## config.mk

```make
export PLATFORM = sky130hd
export DESIGN_NAME = fpnew_i2f_arbiter
export DESIGN_NICKNAME = d
export VERILOG_FILES = /design/src/rtl/fpnew_i2f_arbiter_pkg.sv /design/src/rtl/fpnew_rr_arb_lock.sv /design/src/rtl/fpnew_i2f_arbiter.sv
export SDC_FILE = /design/constraint.sdc
export NUM_CORES = 1
export LEC_CHECK = 0
export BUFFER_PORTS_ARGS = -buffer_cell sky130_fd_sc_hd__buf_2
export CAP_MARGIN = 30
export CORE_AREA = 2 2 175 177
export CTS_CLUSTER_DIAMETER = 120
export DETAILED_ROUTE_END_ITERATION = 8
export DIE_AREA = 0 0 177 179
export PLACE_DENSITY_LB_ADDON = 0.12
export SKIP_LAST_GASP = 1
export SLEW_MARGIN = 40
export SYNTH_ARGS = -nofsm -noshare
export SYNTH_HDL_FRONTEND = slang
export SYNTH_SLANG_ARGS = --single-unit
```

## constraint.sdc

```tcl
create_clock -name clk_i -period 3.6 [get_ports clk_i]
set_input_delay 0.72 -clock clk_i [delete_from_list [all_inputs] [get_ports clk_i]]
set_output_delay 0.72 -clock clk_i [all_outputs]
set_load 0.02 [all_outputs]
```

## src/rtl/fpnew_i2f_arbiter_pkg.sv

```systemverilog
`default_nettype none
// +----------------------------------------------------------------------------+
// | Module  : fpnew_i2f_arbiter_pkg                                            |
// | Purpose : Shared types for the int-to-float cast-unit arbiter: rounding    |
// |           mode, integer format, FP status flags, arbiter FSM states and a  |
// |           modulo-N increment helper for the round-robin pointer.           |
// | Ports   : none (package)                                                   |
// | Rev     : 1.0  initial release                                             |
// +----------------------------------------------------------------------------+
package fpnew_i2f_arbiter_pkg;

  typedef enum logic [2:0] {
    RNE = 3'b000,
    RTZ = 3'b001,
    RDN = 3'b010,
    RUP = 3'b011,
    RMM = 3'b100,
    DYN = 3'b111
  } roundmode_e;

  typedef enum logic [1:0] {
    INT8  = 2'd0,
    INT16 = 2'd1,
    INT32 = 2'd2,
    INT64 = 2'd3
  } int_format_e;

  typedef struct packed {
    logic nv;  // invalid
    logic dz;  // divide by zero
    logic of;  // overflow
    logic uf;  // underflow
    logic nx;  // inexact
  } status_t;

  typedef enum logic [0:0] {
    ARB_IDLE   = 1'b0,
    ARB_LOCKED = 1'b1
  } arb_state_e;

  // (idx + 1) mod n, for idx < n
  function automatic int unsigned wrap_inc(input int unsigned idx, input int unsigned n);
    return (idx + 1 >= n) ? 0 : idx + 1;
  endfunction

endpackage
`default_nettype wire

```

## src/rtl/fpnew_rr_arb_lock.sv

```systemverilog
`default_nettype none
// +----------------------------------------------------------------------------+
// | Module  : fpnew_rr_arb_lock                                                |
// | Purpose : Round-robin requester selection with a grant lock that holds the |
// |           chosen index while the downstream handshake is stalled.          |
// | Ports   : clk_i, rst_i (async, active high), flush_i                       |
// |           req_valid_i[NumReq]  requester valids                            |
// |           credit_i             a new issue is allowed (credit available)   |
// |           ready_i              downstream accepts the grant                |
// |           valid_o / idx_o      grant valid and granted index               |
// |           lock_o               a stalled grant is being held               |
// | Rev     : 1.0  initial release                                             |
// +----------------------------------------------------------------------------+
module fpnew_rr_arb_lock
  import fpnew_i2f_arbiter_pkg::*;
#(
  parameter int unsigned NumReq    = 4,
  parameter int unsigned IDX_WIDTH = $clog2(NumReq)
) (
  input  logic                 clk_i,
  input  logic                 rst_i,
  input  logic                 flush_i,
  input  logic [NumReq-1:0]    req_valid_i,
  input  logic                 credit_i,
  input  logic                 ready_i,
  output logic                 valid_o,
  output logic [IDX_WIDTH-1:0] idx_o,
  output logic                 lock_o
);

  arb_state_e           state_q, state_d;
  logic [IDX_WIDTH-1:0] rr_ptr_q, rr_ptr_d;
  logic [IDX_WIDTH-1:0] locked_idx_q, locked_idx_d;

  logic                 found;
  logic [IDX_WIDTH-1:0] search_idx;
  logic [IDX_WIDTH:0]   cand;
  logic                 valid;
  logic [IDX_WIDTH-1:0] idx;

  // First valid requester at or after rr_ptr, wrapping modulo NumReq.
  // cand is one bit wider so rr_ptr + i never overflows before the wrap.
  always_comb begin
    found      = 1'b0;
    search_idx = '0;
    cand       = '0;
    for (int i = 0; i < int'(NumReq); i++) begin
      cand = {1'b0, rr_ptr_q} + (IDX_WIDTH+1)'(i);
      if (cand >= (IDX_WIDTH+1)'(NumReq)) cand = cand - (IDX_WIDTH+1)'(NumReq);
      if (!found && req_valid_i[cand[IDX_WIDTH-1:0]]) begin
        found      = 1'b1;
        search_idx = cand[IDX_WIDTH-1:0];
      end
    end
  end

  always_comb begin
    state_d      = state_q;
    rr_ptr_d     = rr_ptr_q;
    locked_idx_d = locked_idx_q;
    valid        = 1'b0;
    idx          = search_idx;

    unique case (state_q)
      ARB_IDLE: begin
        valid = found & credit_i;
        idx   = search_idx;
      end
      // Credit was available on entry and can only grow until the grant
      // completes, so the held request needs no fresh credit check.
      ARB_LOCKED: begin
        valid = 1'b1;
        idx   = locked_idx_q;
      end
      default: ;
    endcase

    // Outputs are forced quiet during reset and during a flush cycle.
    if (rst_i || flush_i) valid = 1'b0;

    if (flush_i) begin
      state_d = ARB_IDLE;
    end else if (valid && ready_i) begin
      state_d  = ARB_IDLE;
      rr_ptr_d = IDX_WIDTH'(wrap_inc(32'(idx), NumReq));
    end else if (valid) begin
      state_d      = ARB_LOCKED;
      locked_idx_d = idx;
    end
  end

  always_ff @(posedge clk_i or posedge rst_i) begin
    if (rst_i) begin
      state_q      <= ARB_IDLE;
      rr_ptr_q     <= '0;
      locked_idx_q <= '0;
    end else begin
      state_q      <= state_d;
      rr_ptr_q     <= rr_ptr_d;
      locked_idx_q <= locked_idx_d;
    end
  end

  assign valid_o = valid;
  assign idx_o   = idx;
  assign lock_o  = (state_q == ARB_LOCKED);

endmodule
`default_nettype wire

```

## src/rtl/fpnew_i2f_arbiter.sv

```systemverilog
`default_nettype none
// +----------------------------------------------------------------------------+
// | Module  : fpnew_i2f_arbiter                                                |
// | Purpose : Shares one int-to-float cast unit among NumReq requesters with   |
// |           round-robin arbitration, grant lock, in-flight credit limiting   |
// |           and tag-based response routing.                                  |
// | Ports   : clk_i, rst_i (async, active high), flush_i / cu_flush_o          |
// |           req_*      per-requester request side (valid/ready + fields)     |
// |           rsp_*      per-requester response side, shared result/status    |
// |           cu_*_o/i   cast-unit input handshake (fields + tag)              |
// |           cu_*_i/o   cast-unit output handshake (result, status, tag)      |
// |           busy_o     ops in flight or a grant is locked                    |
// | Rev     : 1.0  initial release                                             |
// +----------------------------------------------------------------------------+
module fpnew_i2f_arbiter
  import fpnew_i2f_arbiter_pkg::*;
#(
  parameter int unsigned NumReq      = 4,
  parameter int unsigned MaxInFlight = 4,
  parameter int unsigned SRC_WIDTH   = 64,
  parameter int unsigned DST_WIDTH   = 32,
  localparam int unsigned IDX_WIDTH  = $clog2(NumReq)
) (
  input  logic                    clk_i,
  input  logic                    rst_i,
  input  logic [NumReq-1:0]       req_valid_i,
  output logic [NumReq-1:0]       req_ready_o,
  input  logic [NumReq*SRC_WIDTH-1:0] req_operand_i,
  input  logic [NumReq*3-1:0]     req_rnd_mode_i,
  input  logic [NumReq-1:0]       req_op_mod_i,
  input  logic [NumReq*2-1:0]     req_int_fmt_i,
  output logic [NumReq-1:0]       rsp_valid_o,
  input  logic [NumReq-1:0]       rsp_ready_i,
  output logic [DST_WIDTH-1:0]    rsp_result_o,
  output status_t                 rsp_status_o,
  output logic                    cu_valid_o,
  input  logic                    cu_ready_i,
  output logic [SRC_WIDTH-1:0]    cu_operand_o,
  output roundmode_e              cu_rnd_mode_o,
  output logic                    cu_op_mod_o,
  output int_format_e             cu_int_fmt_o,
  output logic [IDX_WIDTH-1:0]    cu_tag_o,
  input  logic                    cu_valid_i,
  output logic                    cu_ready_o,
  input  logic [DST_WIDTH-1:0]    cu_result_i,
  input  status_t                 cu_status_i,
  input  logic [IDX_WIDTH-1:0]    cu_tag_i,
  input  logic                    flush_i,
  output logic                    cu_flush_o,
  output logic                    busy_o
);

  localparam int unsigned CNT_WIDTH = $clog2(MaxInFlight + 1);

  typedef struct packed {
    logic [SRC_WIDTH-1:0] operand;
    roundmode_e           rnd_mode;
    logic                 op_mod;
    int_format_e          int_fmt;
  } req_t;

  req_t                 req_arr [NumReq];
  req_t                 sel;
  logic [CNT_WIDTH-1:0] in_flight;
  logic                 credit;
  logic                 gnt_valid;
  logic [IDX_WIDTH-1:0] gnt_idx;
  logic                 lock;
  logic                 issue_hs;
  logic                 rsp_hs;
  logic                 tag_ok;

  always_comb begin
    for (int i = 0; i < int'(NumReq); i++) begin
      req_arr[i].operand  = req_operand_i[i*SRC_WIDTH +: SRC_WIDTH];
      req_arr[i].rnd_mode = roundmode_e'(req_rnd_mode_i[i*3 +: 3]);
      req_arr[i].op_mod   = req_op_mod_i[i];
      req_arr[i].int_fmt  = int_format_e'(req_int_fmt_i[i*2 +: 2]);
    end
  end

  assign credit = (in_flight < CNT_WIDTH'(MaxInFlight));

  fpnew_rr_arb_lock #(
    .NumReq    (NumReq),
    .IDX_WIDTH (IDX_WIDTH)
  ) u_arb (
    .clk_i       (clk_i),
    .rst_i       (rst_i),
    .flush_i     (flush_i),
    .req_valid_i (req_valid_i),
    .credit_i    (credit),
    .ready_i     (cu_ready_i),
    .valid_o     (gnt_valid),
    .idx_o       (gnt_idx),
    .lock_o      (lock)
  );

  // ---------------- issue side ----------------
  assign sel           = req_arr[gnt_idx];
  assign cu_valid_o    = gnt_valid;
  assign cu_operand_o  = sel.operand;
  assign cu_rnd_mode_o = sel.rnd_mode;
  assign cu_op_mod_o   = sel.op_mod;
  assign cu_int_fmt_o  = sel.int_fmt;
  assign cu_tag_o      = gnt_idx;
  assign issue_hs      = gnt_valid & cu_ready_i;
  assign req_ready_o   = issue_hs ? (NumReq'(1) << gnt_idx) : '0;

  // ---------------- response side ----------------
  // A tag beyond NumReq-1 can only exist for non-power-of-two NumReq.
  if (NumReq == (1 << IDX_WIDTH)) begin : g_tag_full
    assign tag_ok = 1'b1;
  end else begin : g_tag_range
    assign tag_ok = (cu_tag_i < IDX_WIDTH'(NumReq));
  end

  always_comb begin
    rsp_valid_o = '0;
    cu_ready_o  = 1'b0;
    if (tag_ok && !rst_i) begin
      cu_ready_o = rsp_ready_i[cu_tag_i];
      if (!flush_i) rsp_valid_o[cu_tag_i] = cu_valid_i;
    end
  end

  assign rsp_result_o = cu_result_i;
  assign rsp_status_o = cu_status_i;
  assign rsp_hs       = |(rsp_valid_o & rsp_ready_i);

  // ---------------- credit counter ----------------
  always_ff @(posedge clk_i or posedge rst_i) begin
    if (rst_i) begin
      in_flight <= '0;
    end else if (flush_i) begin
      in_flight <= '0;
    end else if (issue_hs && !rsp_hs) begin
      in_flight <= in_flight + CNT_WIDTH'(1);
    end else if (!issue_hs && rsp_hs && (in_flight != '0)) begin
      in_flight <= in_flight - CNT_WIDTH'(1);
    end
  end

  assign cu_flush_o = flush_i;
  assign busy_o     = (in_flight != '0) | lock;

  a_no_underflow: assert property (@(posedge clk_i) disable iff (rst_i)
    (rsp_hs && !issue_hs && !flush_i) |-> (in_flight != '0));

  a_no_overflow: assert property (@(posedge clk_i) disable iff (rst_i)
    in_flight <= CNT_WIDTH'(MaxInFlight));

endmodule
`default_nettype wire
```

## Word-level counts from Yosys, hierarchy flattened

Index checks and enable logic that the tools add are counted.

| word-level totals | value |
|---|---|
| flip-flop bits (word level) | 8 |
| latch bits | 0 |
| bits in writable memories | 0 |
| memory bits (read-only) | 0 |
| input bits | 332 |
| memories | 0 |

| operators by class | value |
|---|---|
| $add $sub $neg | 10 |
| multiply operators | 0 |
| divide/modulo/power cells | 0 |
| magnitude comparators | 13 |
| equal/unequal tests | 0 |
| shift-type cells | 1 |
| mux-type cells | 41 |
| bitwise logic cells | 9 |
| reductions and logical operators | 20 |

Operator list:

| kind | count |
|---|---|
| 70-bit binary-select mux with 2-bit select | 1 |
| 70-bit 2-to-1 mux | 2 |
| 2-bit 2-to-1 mux | 9 |
| 3-bit >= comparator, second input constant | 5 |
| 2-bit by 3-bit less-than comparator with 1-bit output, second input constant | 5 |
| 1-bit 2-to-1 mux | 15 |
| 4-bit 2-to-1 mux | 3 |
| 1-bit binary-select mux with 2-bit select | 5 |
| 3-bit 2-to-1 mux | 3 |
| 3-bit nonzero test | 3 |
| 4-bit AND | 2 |
| 1-bit logical AND | 8 |
| 2-bit by 1-bit subtractor with 2-bit output, second input constant | 4 |
| 2-bit by 1-bit adder with 3-bit output, second input constant | 2 |
| 2-bit by 2-bit adder with 3-bit output, second input constant | 2 |
| 1-bit logical NOT | 5 |
| 2-bit case mux with 2 select lines | 1 |
| 4-bit OR reduction | 1 |
| 1-bit by 2-bit left shift with 4-bit output, first input constant | 1 |
| 3-bit by 1-bit adder with 3-bit output, second input constant | 1 |
| 2-bit by 3-bit >= comparator with 1-bit output, second input constant | 1 |
| 3-bit less-than comparator, second input constant | 1 |
| 1-bit inverter | 3 |
| 2-bit inverter with 3-bit output | 1 |
| other kinds (9) | 10 |

## Logic depth before layout (Yosys ltp)

| logic depth | value |
|---|---|
| word-level depth | 24 |
| gate-level depth with buffers | 9 |

## Hierarchy

A second synthesis with hierarchy kept.

| second synthesis, totals | value |
|---|---|
| cells, all modules | 203 |
| area total of the unflattened synthesis | 2637.5 µm² |

By module, submodules not included:

| module | instances | cells an instance | area an instance (µm²) | seq. area each (µm²) |
|---|---|---|---|---|
| fpnew_i2f_arbiter | 1 | 161 | 2255.9 | 75.1 |
| fpnew_rr_arb_lock | 1 | 42 | 381.6 | 125.1 |

## Worst setup path after synthesis

No wires, ideal clock.

| timing path | value |
|---|---|
| kind | in2out |
| start | in req_valid_i[0] |
| end | out cu_operand_o[49] |
| arrival time | 2.312 ns |
| setup slack | 0.568 ns |
| cell stages on the path | 8 |
| path buffers | 3 |
| path through | nand4bb_1 a2111o_1 o311a_1 buf_6 buf_12 buf_8 mux2i_1 mux2i_1 |

| on the way | value |
|---|---|
| longest elaborated chain between the ends | 17 |

Ends and longest elaborated chain:

| element | RTL line | text |
|---|---|---|
| start: declaration | fpnew_i2f_arbiter.sv:26 | `input logic [NumReq-1:0] req_valid_i,` |
| 1-bit binary-select mux with 2-bit select | fpnew_rr_arb_lock.sv:50 | `if (!found && req_valid_i[cand[IDX_WIDTH-1:0]]) begin` |
| 1-bit 2-to-1 mux (not written as such) | fpnew_rr_arb_lock.sv:50 |  |
| 1-bit 2-to-1 mux | fpnew_rr_arb_lock.sv:50 |  |
| 1-bit logical NOT | fpnew_rr_arb_lock.sv:50 |  |
| 1-bit logical AND | fpnew_rr_arb_lock.sv:50 |  |
| 1-bit 2-to-1 mux | fpnew_rr_arb_lock.sv:50 |  |
| 1-bit logical NOT | fpnew_rr_arb_lock.sv:50 |  |
| 1-bit logical AND | fpnew_rr_arb_lock.sv:50 |  |
| 1-bit 2-to-1 mux | fpnew_rr_arb_lock.sv:50 |  |
| 1-bit logical NOT | fpnew_rr_arb_lock.sv:50 |  |
| 1-bit logical AND | fpnew_rr_arb_lock.sv:50 |  |
| 2-bit 2-to-1 mux * | fpnew_rr_arb_lock.sv:50 |  |
| 2-bit case mux with 2 select lines * | fpnew_rr_arb_lock.sv:64 | `unique case (state_q)` |
| via cu_tag_o[1] | fpnew_i2f_arbiter.sv:42 | `output logic [IDX_WIDTH-1:0] cu_tag_o,` |
| 2-bit inverter with 3-bit output (not written as such) * | fpnew_i2f_arbiter.sv:100 | `assign sel = req_arr[gnt_idx];` |
| 70-bit binary-select mux with 2-bit select * | fpnew_i2f_arbiter.sv:100 |  |
| 70-bit 2-to-1 mux (not written as such) * (2 in a row) | fpnew_i2f_arbiter.sv:100 |  |
| end: declaration | fpnew_i2f_arbiter.sv:38 | `output logic [SRC_WIDTH-1:0] cu_operand_o,` |

Mark *: on every way through the listed nets, which the timed path passes. The rest lies on a longest branch. The select of a mux whose other input is x is not followed.

## Worst setup path in the final report

| timing path | value |
|---|---|
| start | in req_valid_i[0] |
| end | out cu_int_fmt_o[1] |

| on the way | value |
|---|---|
| longest elaborated chain between the ends | 17 |

Ends and longest elaborated chain:

| element | RTL line | text |
|---|---|---|
| 1-bit binary-select mux with 2-bit select | fpnew_rr_arb_lock.sv:50 |  |
| 1-bit 2-to-1 mux (not written as such) | fpnew_rr_arb_lock.sv:50 |  |
| 1-bit 2-to-1 mux | fpnew_rr_arb_lock.sv:50 |  |
| 1-bit logical NOT | fpnew_rr_arb_lock.sv:50 |  |
| 1-bit logical AND | fpnew_rr_arb_lock.sv:50 |  |
| 1-bit 2-to-1 mux | fpnew_rr_arb_lock.sv:50 |  |
| 1-bit logical NOT | fpnew_rr_arb_lock.sv:50 |  |
| 1-bit logical AND | fpnew_rr_arb_lock.sv:50 |  |
| 1-bit 2-to-1 mux | fpnew_rr_arb_lock.sv:50 |  |
| 1-bit logical NOT | fpnew_rr_arb_lock.sv:50 |  |
| 1-bit logical AND | fpnew_rr_arb_lock.sv:50 |  |
| 2-bit 2-to-1 mux * | fpnew_rr_arb_lock.sv:50 |  |
| 2-bit case mux with 2 select lines * | fpnew_rr_arb_lock.sv:64 |  |
| 2-bit inverter with 3-bit output (not written as such) * | fpnew_i2f_arbiter.sv:100 |  |
| 70-bit binary-select mux with 2-bit select * | fpnew_i2f_arbiter.sv:100 |  |
| 70-bit 2-to-1 mux (not written as such) * (2 in a row) | fpnew_i2f_arbiter.sv:100 |  |
| end: declaration | fpnew_i2f_arbiter.sv:41 | `output int_format_e cu_int_fmt_o,` |

Every way passes the cells marked *; elsewhere a longest branch is shown, timed or not. The select of a mux whose other input is x is not followed.

==> summary.md <==
| Metric | Value |
|---|---|
| Status | `complete, no violations` |
| Syn avg cell area | `9.39 sq um` |
| Leak | `between 3 and 4 nW` |
| Cell area after layout | `about 5500 sq um` |
| Die area | `about 32000 sq um` |
| Max VDD drop | `0.220 mV` |
| Crit-path cells | `buf_2 > nand2b_1 > a221oi_1 > o311a_4 > buf_12 > buf_4 > mux2i_1 > mux2i_1 > buf_2` |
| Total chip power | `around 3.3 mW` |
| Clock Latency Late Sink | `approximately 230 ps` |
| GRT overflow | `0` |
| Initial antenna violation count | `0` |
| Setup Fix Bufs, Post-CTS | `0` |
| Routed len/inst | `~13 microns` |
| WS Path Type | `in2out` |
| Register area share after synthesis | `under 10%` |
| Overall global routing resource usage | `between 8 and 9%` |
| RSZ-0062 raised after global routing | `no` |
| Hold Buf Count CTS | `0` |
| WHS | `486 ps` |
| Combined buffer and inverter count along the critical path | `4` |
| CTS H-Tree Depth | `1` |
| Worst Setup Slack, final | `between 300 and 400 ps` |
| Via Count | `between 3000 and 4000` |
| Largest net degree at the start of global routing | `37` |
| Fmax | `roughly 300 MHz` |
| Mapped Area | `~3300 sq um` |
| CP Capture Type | `output pin` |
| Clock Sinks | `8` |
| Final setup vio count | `0` |
| Detail Placement HPWL | `13100 microns` |
| Vias in the first global route | `3924` |
| Worst-Margin Slew | `between 400 and 500 ps` |
| Drt total wl | `about 15000 microns` |
| Chip Width | `roughly 180 microns` |
| Worst slew margin | `71.9%` |
| Family with the most delay on the worst path | `buffers and inverters` |
| CP required | `about 2900 ps` |
| Syn_nets | `between 600 and 700` |
| Worst Setup SP | `req_valid_i[0]` |
| CTS tree | `done` |
| CTS Root Cell | `clkbuf_16` |
| Pre-CTS WS | `about 310 ps` |
| Post-cts gate resize count | `0` |
| N_diodes | `0` |
| I/O Buffers | `~380` |
| Worst-path maximum fanout | `27` |
| Max clock buf depth | `2` |
| Starting density of the core | `about 11%` |
| Hold Path Class | `reg2reg` |
| Layout cells sized above 1 | `roughly three fifths` |
| Ys Warns | `0` |
| Hold path startpoint | `u_arb.locked_idx_q[0]$_DFFE_PP0P_` |
| Drt first pass iters | `4` |
| Area Growth Syn to Fin | `66.0%` |
| Core area | `~30000 sq um` |
| Row count | `64` |
| Via density per instance | `3.63` |
| Crit-path max cell delay | `310 ps` |
| Max Cap Violations | `0` |
| Arr. time, crit path | `between 2000 and 3000 ps` |
| CP Launch Type | `primary input` |
| ANT nets after route | `0` |
| Final period util | `91.1%` |
| CP max-delay cell | `a221oi_1` |
| Io pins | `~450` |
| Final net count | `1033` |
| First-pass GRT wire length | `20600 microns` |
| Worst flop-to-flop path startpoint | `u_arb.rr_ptr_q[1]$_DFFE_PP0P_` |
| Slew Limit Fails | `0` |
| Post-Synthesis Cells | `between 300 and 400` |
| Final setup skew | `0.484 ps` |
| PD cells | `between 600 and 700 nW/um^2` |
| Setup TNS | `0 ps` |
| Clk pin slew, worst setup/hold paths | `30 ps` |
| Fillers | `about 3400` |
| Routability congestion estimate | `slightly above 0.7` |
| DR DRC count | `0` |
| Synth Register Bits | `8` |
| Minimum clock period | `roughly 3300 ps` |
| Number of distinct library cells after synthesis | `40` |
| Placed cell areas | `approximately 5500 sq um` |
| CTS Buf Count | `3` |
| Final Hold Fails | `0` |
| Initial drt markers | `slightly below 70` |
| DIE HEIGHT | `about 180 microns` |
cell type report:
cell class / instances / area (sq um) / area share [%]
Multi-Input combinational cell: 276 / 2630 / 47.4
Timing Repair Buffer: 397 / 2110 / 38.0
Tap cell: 396 / 495 / 8.93
Sequential cell: 8 / 200 / 3.61
Clock buffer: 3 / 75.1 / 1.35
Inverter: 10 / 37.5 / 0.676
cell usage after synthesis, drive strengths merged:
cell type | count | area share, %
a2111o | 1 | 0.34
a211oi | 2 | 0.45
a21oi | 2 | 0.30
a221oi | 1 | 0.26
a31oi | 2 | 0.56
and2 | 6 | 1.1
and3 | 1 | 0.19
buf | 62 | 15
dfrtp | 8 | 6.0
fa | 1 | 0.60
ha | 4 | 1.5
inv | 10 | 1.1
mux2 | 2 | 0.79
mux2i | 212 | 63
mux4 | 1 | 0.67
nand2 | 6 | 0.67
nand2b | 4 | 0.75
nand3b | 1 | 0.22
nand4bb | 2 | 0.67
nor2 | 7 | 0.79
nor2b | 2 | 0.37
nor3 | 2 | 0.30
nor3b | 3 | 0.67
nor4bb | 1 | 0.30
o21a | 1 | 0.22
o21ai | 3 | 0.56
o22ai | 1 | 0.19
o311a | 2 | 0.60
o31ai | 3 | 0.67
or4 | 2 | 0.45
xnor2 | 1 | 0.26
registers in the layout, summed over array words and instances (netlist names):
register	cells
in_flight	3
u_arb.lock_o	1
u_arb.locked_idx_q	2
u_arb.rr_ptr_q	2
layout by cell type, fill, tap and decap left out, types with 2 or more instances in the layout:
| cell type | synthesis | final |
|---|---|---|
| nand4bb_1 | 2 | 2 |
| buf_2 | 14 | 378 |
| dfrtp_1 | 8 | 8 |
| buf_4 | 39 | 13 |
| or4_1 | 2 | 2 |
| o31ai_1 | 3 | 2 |
| nor3b_1 | 3 | 3 |
| nand2_1 | 6 | 6 |
| nand2b_1 | 4 | 4 |
| nor2_1 | 7 | 7 |
| a211oi_1 | 2 | 2 |
| a21oi_1 | 2 | 2 |
| mux2i_1 | 212 | 212 |
| inv_2 | 2 | 2 |
| nor3_1 | 2 | 2 |
| nor2b_1 | 2 | 2 |
| buf_12 | 1 | 6 |
| inv_1 | 8 | 8 |
| clkbuf_16 | 0 | 3 |
| ha_1 | 4 | 4 |
| and2_1 | 6 | 6 |
layer usage:
metal  wire length [microns]  GRT usage [%]
met1                    5130           8.71
met2                    8230           16.4
met3                    1270           1.89
met4                      81           1.10
met5                       0              0
worst paths after layout:
path / end / slack, ps / cells past startpoint
max: cu_int_fmt_o[1] / 320 / 9
min: u_arb.locked_idx_q[0]$_DFFE_PP0P_ / 490 / 1
max reg2reg: u_arb.rr_ptr_q[0]$_DFFE_PP0P_ / 1520 / 8
min reg2reg: u_arb.locked_idx_q[0]$_DFFE_PP0P_ / 490 / 1
max in group asynchronous: u_arb.lock_o$_DFFE_PP0P_ / 2820 / 2
min in group asynchronous: in_flight[2]$_DFFE_PP0P_ / 510 / 2
logic make-up (layout without fill, tap and decap cells):
group,after synthesis,after routing,synth area share (%)
compound gates,18,18,4.15
flops,8,8,5.99
simple gates,37,37,6.51
mux,215,215,64.9
buf+inv,72,410,16.1
fa+ha+maj,5,5,2.10
xor+xnor,1,1,0.262
power breakdown:
part | switching [mW] | internal [mW] | leakage [nW]
clock | 0.0404 | 0.143 | 0.0370
sequential | 0.0341 | 0.118 | 0.103
combinational | 1.67 | 1.34 | 3.07
total | 1.75 | 1.60 | 3.22
metrics by stage:
| stage | std cells | util [%] |
|---|---|---|
| after global routing | 1090 | 18.5 |
| after floorplan | 356 | - |
| after CTS | 1090 | 18.5 |
| after global placement | 1087 | 18.2 |
| after detailed placement | 1087 | 18.2 |
| final | 1090 | 18.5 |
(Power assumes the default switching activity.)
